### config.mk
export PLATFORM = sky130hd
export DESIGN_NAME = bin2bcd_seq
export DESIGN_NICKNAME = d
export VERILOG_FILES = /design/src/rtl/bcd_pkg.sv /design/src/rtl/bcd_add3_cell.sv /design/src/rtl/bin2bcd_seq.sv
export SDC_FILE = /design/constraint.sdc
export NUM_CORES = 1
export LEC_CHECK = 0
export ABC_AREA = 1
export CORE_MARGIN = 3
export CORE_UTILIZATION = 30
export DETAILED_ROUTE_END_ITERATION = 8
export PLACE_DENSITY = 0.5
export SKIP_CTS_REPAIR_TIMING = 1
export SLEW_MARGIN = 0
export SYNTH_ARGS = -nofsm -noshare
export SYNTH_HDL_FRONTEND = slang
export SYNTH_SLANG_ARGS = --single-unit
### constraint.sdc
create_clock -name clk -period 2.4 [get_ports clk]
set_input_delay 0.72 -clock clk [delete_from_list [all_inputs] [get_ports clk]]
set_output_delay 0.72 -clock clk [all_outputs]
set_load 0.05 [all_outputs]
### src/rtl/bcd_pkg.sv
// Shared types and helpers for the sequential binary-to-BCD converter.
// Holds the FSM state encoding and a digit-count helper used for sanity checks.
package bcd_pkg;

   typedef enum logic [1:0] {IDLE, SHIFT, DONE} bcd_state_t;

   // Decimal digits needed to represent 2^w-1
   function automatic int min_digits(input int w);
      longint v;
      int     d;
      v = (longint'(1) << w) - 1;
      d = 1;
      while (v >= 10) begin
         v = v / 10;
         d = d + 1;
      end
      return d;
   endfunction

endpackage

### src/rtl/bcd_add3_cell.sv
// Double-dabble digit correction: adds 3 to a BCD nibble holding 5..9 before the shift.
// A legal digit never exceeds 9, so the result (at most 12) always fits in 4 bits.
module bcd_add3_cell (
   input  logic [3:0] digit,
   output logic [3:0] adjusted
);

   always_comb begin
      adjusted = digit;
      if (digit >= 4'd5) adjusted = digit + 4'd3;
   end

endmodule

### src/rtl/bin2bcd_seq.sv
// Iterative shift-and-add-3 binary-to-BCD converter, one input bit per clock,
// with optional sign-magnitude handling and a sticky overflow flag.
module bin2bcd_seq
   import bcd_pkg::*;
#(
   parameter int BIN_W       = 8,
   parameter int DIGITS      = 3,
   parameter bit SIGNED_MODE = 1'b0
) (
   input  logic                  clk,
   input  logic                  rst,
   input  logic                  start_i,
   input  logic [BIN_W-1:0]      bin_i,
   output logic                  busy_o,
   output logic                  done_o,
   output logic [4*DIGITS-1:0]   bcd_o,
   output logic                  neg_o,
   output logic                  ovf_o
);

   localparam int CNT_W       = $clog2(BIN_W + 1);
   localparam int BCD_W       = 4 * DIGITS;
   localparam int FULL_DIGITS = min_digits(BIN_W);

   if (BIN_W < 2 || DIGITS < 1) begin : g_bad_params
      $error("bin2bcd_seq: BIN_W must be >= 2 and DIGITS >= 1");
   end

   bcd_state_t        state, state_nxt;
   logic [BIN_W-1:0]  shift_reg;
   logic [BCD_W-1:0]  work_bcd;
   logic [BCD_W-1:0]  adj_bcd;
   logic [CNT_W-1:0]  cnt;
   logic              neg_l;
   logic              ovf_l;
   logic              in_neg;

   for (genvar g = 0; g < DIGITS; g++) begin : g_cell
      bcd_add3_cell u_cell (
         .digit    (work_bcd[4*g +: 4]),
         .adjusted (adj_bcd[4*g +: 4])
      );
   end

   assign in_neg = SIGNED_MODE && bin_i[BIN_W-1];
   assign busy_o = (state != IDLE);

   always_comb begin
      state_nxt = state;
      unique case (state)
         IDLE:    if (start_i) state_nxt = SHIFT;
         SHIFT:   if (cnt == CNT_W'(1)) state_nxt = DONE;
         DONE:    state_nxt = IDLE;
         default: state_nxt = IDLE;
      endcase
   end

   always_ff @(posedge clk) begin
      if (rst) begin
         state     <= IDLE;
         shift_reg <= '0;
         work_bcd  <= '0;
         cnt       <= '0;
         neg_l     <= 1'b0;
         ovf_l     <= 1'b0;
         done_o    <= 1'b0;
         bcd_o     <= '0;
         neg_o     <= 1'b0;
         ovf_o     <= 1'b0;
      end else begin
         state  <= state_nxt;
         done_o <= 1'b0;
         case (state)
            IDLE: begin
               if (start_i) begin
                  // Two's-complement negate; the most negative value maps to 2^(BIN_W-1) unsigned
                  shift_reg <= in_neg ? (~bin_i + BIN_W'(1)) : bin_i;
                  neg_l     <= in_neg;
                  work_bcd  <= '0;
                  ovf_l     <= 1'b0;
                  cnt       <= CNT_W'(BIN_W);
               end
            end
            SHIFT: begin
               {work_bcd, shift_reg} <= {adj_bcd[BCD_W-2:0], shift_reg, 1'b0};
               ovf_l                 <= ovf_l | adj_bcd[BCD_W-1];
               cnt                   <= cnt - CNT_W'(1);
            end
            DONE: begin
               bcd_o  <= work_bcd;
               neg_o  <= neg_l;
               ovf_o  <= ovf_l;
               done_o <= 1'b1;
            end
            default: ;
         endcase
      end
   end

   // Overflow is only reachable when fewer digits are provisioned than 2^BIN_W-1 needs
   always_ff @(posedge clk) begin
      if (!rst && done_o) assert (!ovf_o || DIGITS < FULL_DIGITS);
   end

endmodule

==> flow_summary.ini <==
[yosys]
synth.avg_cell_area_um2 = 7.14
yosysUniqueCellTypes = 21
post-synth-top-area-cell = sky130_fd_sc_hd__dfxtp_1
synthArstFlopShare = 0
ys_seq_elements = 41
synthFlopType = sky130_fd_sc_hd__dfxtp_1
synth-edff-count = 0
seq_area_frac_synth = 0.439
synthesis.area_mm2 = 0.00187
synthDominantCellAreaShare = 0.439
synthCells = 262
synth_top_cells_by_area = sky130_fd_sc_hd__dfxtp_1 44%, sky130_fd_sc_hd__nand2_1 13%, sky130_fd_sc_hd__a21oi_1 8.8%
synth_warnings = 0
mappedNetlistNets = 281

[hold_path]
worstHoldEndpoint = work_bcd[3]
worstHoldPathType = reg2reg
hp-start = work_bcd[3]
hold_path_depth = 2

[global_routing]
grt_max_degree = 26
gr-total-overflow = 0
grt_pass1_wl_mm = 7.02
via_count_of_the_first_global_routing_pass = 1530
global_route.usage.total = 0.121
initial_antenna_violation_count = 0

[sta]
max_clock_freq_mhz = 467
grt_setup_unrepaired = false
post-route-period-util = 0.891
totalNegativeSetupSlack_ns = 0
drv_slew = 0
worstMarginPinSlew_ns = 0.615
timing.max_slew.rel_slack = 0.589
clock-skew-final_ns = 0.00335
final.min_clock_period_ns = 2.14
setup_viol_count_final = 0
hold_violations = 0

[critical_path]
cp.buffers_inverters = 1
worst_r2r_startpoint = state[1]
worst-setup-path-type = reg2out
worst_ep_required_time_ns = 1.68
cpLargestDelayFamily = buffers and inverters
r2r_end = bcd_o[11]
critical_path.slowest_cell = sky130_fd_sc_hd__clkdlybuf4s50_1
critPathArrivalTime_ns = 1.42
slowest_stage_delay_cp_ns = 0.80
regToRegSetupSlack_ns = 1.01
end_kind = output pin
r2r_cells = 4
timing.critical_path.cells = clkdlybuf4s50_1
worst_setup_path_start_kind = flop
crit_fanout = 2

[clock_tree]
cts-buffers-inserted = 5
h_tree_level_count = 2
worst_setup_hold_path_clk_slew_ns = 0.07
clkLatencyLatePin_ns = 0.29
cts_tree = built
clock_net_sink_count = 41
cts-root-buf = sky130_fd_sc_hd__clkbuf_8
cts_buffer_depth = 2

[floorplan]
floorplan.core_area_mm2 = 0.00599
die_area_mm2 = 0.00722
initial_core_util = 0.312
chipHeight_um = 85.0
rows = 28
ios = 27
die_width_um = 85.0

[run]
drv.max_cap_violation_count = 0

[layout]
p_r_area_growth_vs_syn_pct = 20.5
fin_util = 0.376
antenna_cells_inserted = 0
layout.nets = 305
drive_above_1_share = 0.0523
layout.cells.most_common = sky130_fd_sc_hd__nand2_1
commonest_cells_after_routing_fill_and_taps_aside = 64 x sky130_fd_sc_hd__nand2_1, 41 x sky130_fd_sc_hd__dfxtp_1, 33 x sky130_fd_sc_hd__a21oi_1

[placement]
port_buffers = 25
detailedPlacementHpwl_mm = 2.79
place.gp.congestion = 0.838

[pwr]
vdd.ir_drop.worst_mv = 0.287
static-leakage-power_nw = 0.939
pwr_density_cell_mw_per_mm2 = 577

[route]
drc = 0
detail_route.iter0.violations = 95
detail-route-antenna-nets = 0
avgRoutedWirePerCell_um = 11.1
total_length_of_routed_wires_mm = 4.02
drt_pre_antenna_iters = 4
avg_vias_per_cell = 4.54
vias = 1643

[outcome]
status = finished clean
[area by class of cell]
type,count,area [µm²]
fill,633,3740
multi-input combinational,178,868
sequential,41,821
timing repair buffer,28,270
inverter,32,120
tap,75,93.8
clock buffer,8,80.1
[worst max-delay path by stage]
stage,startpoint,slack [ns],end,cells after the start
after floorplan,state[1],0.94,busy_o,2
after detailed placement,start_i,0.38,shift_reg[7],7
final,bcd_o[10],0.26,bcd_o[10],1
after global routing,bcd_o[5],0.19,bcd_o[5],1
after global placement,start_i,0.38,shift_reg[7],7
after CTS,bcd_o[6],0.23,bcd_o[6],1
[cells in the mapped netlist (2+ instances only)]
| library cell | number |
|---|---|
| sky130_fd_sc_hd__a21oi_1 | 33 |
| sky130_fd_sc_hd__nor2_1 | 18 |
| sky130_fd_sc_hd__nand4_1 | 6 |
| sky130_fd_sc_hd__nand2_1 | 64 |
| sky130_fd_sc_hd__clkbuf_1 | 4 |
| sky130_fd_sc_hd__buf_2 | 4 |
| sky130_fd_sc_hd__nand3_1 | 20 |
| sky130_fd_sc_hd__inv_2 | 3 |
| sky130_fd_sc_hd__inv_1 | 29 |
| sky130_fd_sc_hd__o21ai_0 | 22 |
| sky130_fd_sc_hd__buf_4 | 2 |
| sky130_fd_sc_hd__dfxtp_1 | 41 |
| sky130_fd_sc_hd__ha_1 | 8 |
[logic make-up (layout without fill, tap and decap cells)]
| group | Yosys count | after routing | synth area share |
|---|---|---|---|
| AOI/OAI and AO/OA | 58 | 58 | 0.158 |
| adders and majority gates | 8 | 8 | 0.0535 |
| buffers and inverters | 43 | 68 | 0.0970 |
| DFF | 41 | 41 | 0.439 |
| other | 1 | 1 | 0.00200 |
| and+or+nand+nor | 111 | 111 | 0.251 |
[report_power, final]
part	internal, W	switching (W)
clock network	0.000207	0.000220
logic	0.0000554	0.000102
registers	0.000703	0.0000148
total	0.000965	0.000336
[per-stage QoR]
stage          cell area, µm²  std cells  worst slack (ns)  total power (W)  hold slack (ns)
6_report                 2250        362             0.260          0.00130            0.466
5_1_grt                  2250        362             0.189          0.00138            0.498
4_1_cts                  2250        362             0.233          0.00133            0.467
3_5_place_dp             2170        354             0.383         0.000892            0.456
3_3_place_gp             2170        354             0.383         0.000893            0.452
2_1_floorplan            1870        262             0.940         0.000844            0.430
[routing by layer]
| metal | vias to the layer above | wire length [µm] | global-route usage | part of all wire |
|---|---|---|---|---|
| met5 | - | 0 | 0 | 0 |
| met1 | 700 | 2140 | 0.166 | 0.53 |
| met3 | 5 | 181 | 0.0262 | 0.045 |
| met4 | 0 | 69 | 0.0561 | 0.017 |
| met2 | 41 | 1630 | 0.181 | 0.41 |
| li1 | 897 | - | - | - |
Power figures use the tool's default switching activity.
==> patch, RTL diff (same flow settings) <==
Add an input register stage for `start_i` and `bin_i`, without a reset; this delays them by one clock.
--- a/src/rtl/bin2bcd_seq.sv
+++ b/src/rtl/bin2bcd_seq.sv
@@ -22,6 +22,14 @@
    localparam int BCD_W       = 4 * DIGITS;
    localparam int FULL_DIGITS = min_digits(BIN_W);
 
+   logic start_q;
+   logic [BIN_W-1:0] bin_q;
+
+   always_ff @(posedge clk) begin
+      start_q <= start_i;
+      bin_q   <= bin_i;
+   end
+
    if (BIN_W < 2 || DIGITS < 1) begin : g_bad_params
       $error("bin2bcd_seq: BIN_W must be >= 2 and DIGITS >= 1");
    end
@@ -42,13 +50,13 @@
       );
    end
 
-   assign in_neg = SIGNED_MODE && bin_i[BIN_W-1];
+   assign in_neg = SIGNED_MODE && bin_q[BIN_W-1];
    assign busy_o = (state != IDLE);
 
    always_comb begin
       state_nxt = state;
       unique case (state)
-         IDLE:    if (start_i) state_nxt = SHIFT;
+         IDLE:    if (start_q) state_nxt = SHIFT;
          SHIFT:   if (cnt == CNT_W'(1)) state_nxt = DONE;
          DONE:    state_nxt = IDLE;
          default: state_nxt = IDLE;
@@ -72,9 +80,9 @@
          done_o <= 1'b0;
          case (state)
             IDLE: begin
-               if (start_i) begin
+               if (start_q) begin
                   // Two's-complement negate; the most negative value maps to 2^(BIN_W-1) unsigned
-                  shift_reg <= in_neg ? (~bin_i + BIN_W'(1)) : bin_i;
+                  shift_reg <= in_neg ? (~bin_q + BIN_W'(1)) : bin_q;
                   neg_l     <= in_neg;
                   work_bcd  <= '0;
                   ovf_l     <= 1'b0;
Formal check against the unedited RTL: not equivalent (Yosys sat finds a counterexample within 4 cycles, from zero or initial values and one cycle with rst high).
==> patch against the unedited design <==
- power increased by 27%
- area after synthesis increased by 12%
- sequential cell count rose by 9
- global-route usage is 0.068 points lower
- core utilization up 0.75 points
- routed wire length rose by 5.9%
- count of clock-buffer cells in the layout down 3
- critical path type unchanged
- largest power group unchanged
- worst setup slack worse by 41 ps
- highest routed layer unchanged
- die area up 11%
- sequential share of layout area rose by 3.3 points
- cell area rose by 12%
- largest cell class is now registers
- clock skew is 4.6 ps higher
==> patch: results (changes against the unedited design) <==
[final_layout]
drive_above_1_share_pct=7.047  ; was 5.226%
clkbuf_count=5  ; was 8
clk_share_pct=3.873  ; was 3.554%
inverters=29  ; was 32
numSequentialCells=50  ; was 41
layoutNonFillerInstCount=391  ; was 362
nNonClkBuffers=29  ; was 28
num-nets-final=316  ; was 305
seq_area_um2=1001  ; was 820.8 um^2
multi_input_area_share_pct=36.44  ; was 38.53%

[drt]
vias_per_cell=4.527  ; was 4.539
wl_met3_um=174  ; was 181 um
drt-met1-wl_um=2203  ; was 2137 um
drt-initial-drc-count=58  ; was 95
highest_layer=met4  ; unchanged
wl_met2_um=1796  ; was 1634 um
wl_per_cell_um=10.90  ; was 11.11 um

[worst_setup_path]
reg2reg_setup_slack_ps=910  ; was 1010 ps
arrival_ps=1460  ; was 1420 ps
rr_worst_depth=5  ; was 4
cp-endpoint=bcd_o[11]  ; was bcd_o[10]
setup.worst_path.start=bcd_o[11]$_SDFFE_PP0P_  ; was bcd_o[10]$_SDFFE_PP0P_
reg2reg_from=state[0]$_SDFFE_PP0P_  ; was state[1]$_SDFFE_PP0P_
r2r_end=bcd_o[1]$_SDFFE_PP0P_  ; was bcd_o[11]$_SDFFE_PP0P_

[synth]
syn_nets=290  ; was 281
syn_area_per_cell_um2=7.715  ; was 7.139 um^2
ys_async_sr_fraction_pct=0  ; unchanged
ys_warn_count=0  ; unchanged
ys_types=23  ; was 21
synth_area_leaders=dfxtp_1, nand2_1, a21oi_1  ; unchanged
synth_common_cells=nand2_1, dfxtp_1, a21oi_1, inv_1, nand3_1  ; was nand2_1, dfxtp_1, a21oi_1

[placed_design]
dp_cells=383  ; was 354
placed_area_um2=2422  ; was 2173 um^2
globalplace.congestion=0.8107  ; was 0.8381

[status]
status=completed  ; unchanged

[timing]
post-route-min-period_ps=2181  ; was 2140 ps
maxSlewHeadroom_pct=57.40  ; was 58.93%

[global_route]
grt_pass1_vias=1655  ; was 1530
grt.total_usage_pct=12.04  ; was 12.10%
grt_pass1_wl_um=7452  ; was 7017 um
met2_usage_pct=17.62  ; was 18.08%
grt_max_degree=25  ; was 26

[hold_path]
holdCritStartpoint=bin_q[0]$_DFF_P_  ; was work_bcd[3]$_SDFFE_PP0P_
min_to=shift_reg[0]$_SDFFE_PP0P_  ; was work_bcd[3]$_SDFFE_PP0P_

[cts]
clkLatencyLatePin_ps=310  ; was 290 ps
path_clk_slew_ps=100  ; was 70 ps

[die]
fp.dieW_um=89.48  ; was 84.96 um

[pwr]
ir_worst_vdd_v=0.0002875  ; was 0.0002867 V
power_density_nw_per_um2=658.3  ; was 577.5 nW/um^2

-- patch: where the power goes --
| part | total (mW) | internal (mW) | switching (mW) |
|---|---|---|---|
| Sequential | 0.899 | 0.874 | 0.0245 |
| Combinational | 0.234 | 0.0828 | 0.152 |
| Clock | 0.526 | 0.216 | 0.309 |
| Total | 1.66 | 1.17 | 0.486 |
-- patch: cells by family (layout without fill, tap and decap cells) --
kind of cell    count (synthesis)  after routing  share of synthesized area [%]
compound gates                 57             57                          15.26
fa+ha+maj                       8              8                          4.788
buf+inv                        39             66                          8.198
flops                          50             50                          47.88
other cells                     1              1                         0.1794
simple gates                  116            116                          23.70
-- patch: metrics by stage --
stage	setup slack, ps	hold WS [ps]	power (mW)
after global placement	561.0	439.5	1.156
after detailed placement	550.2	442.8	1.158
after floorplan	877.2	424.6	1.091
after CTS	199.2	457.7	1.692
final	219.4	456.5	1.659
after global routing	159.2	477.2	1.757
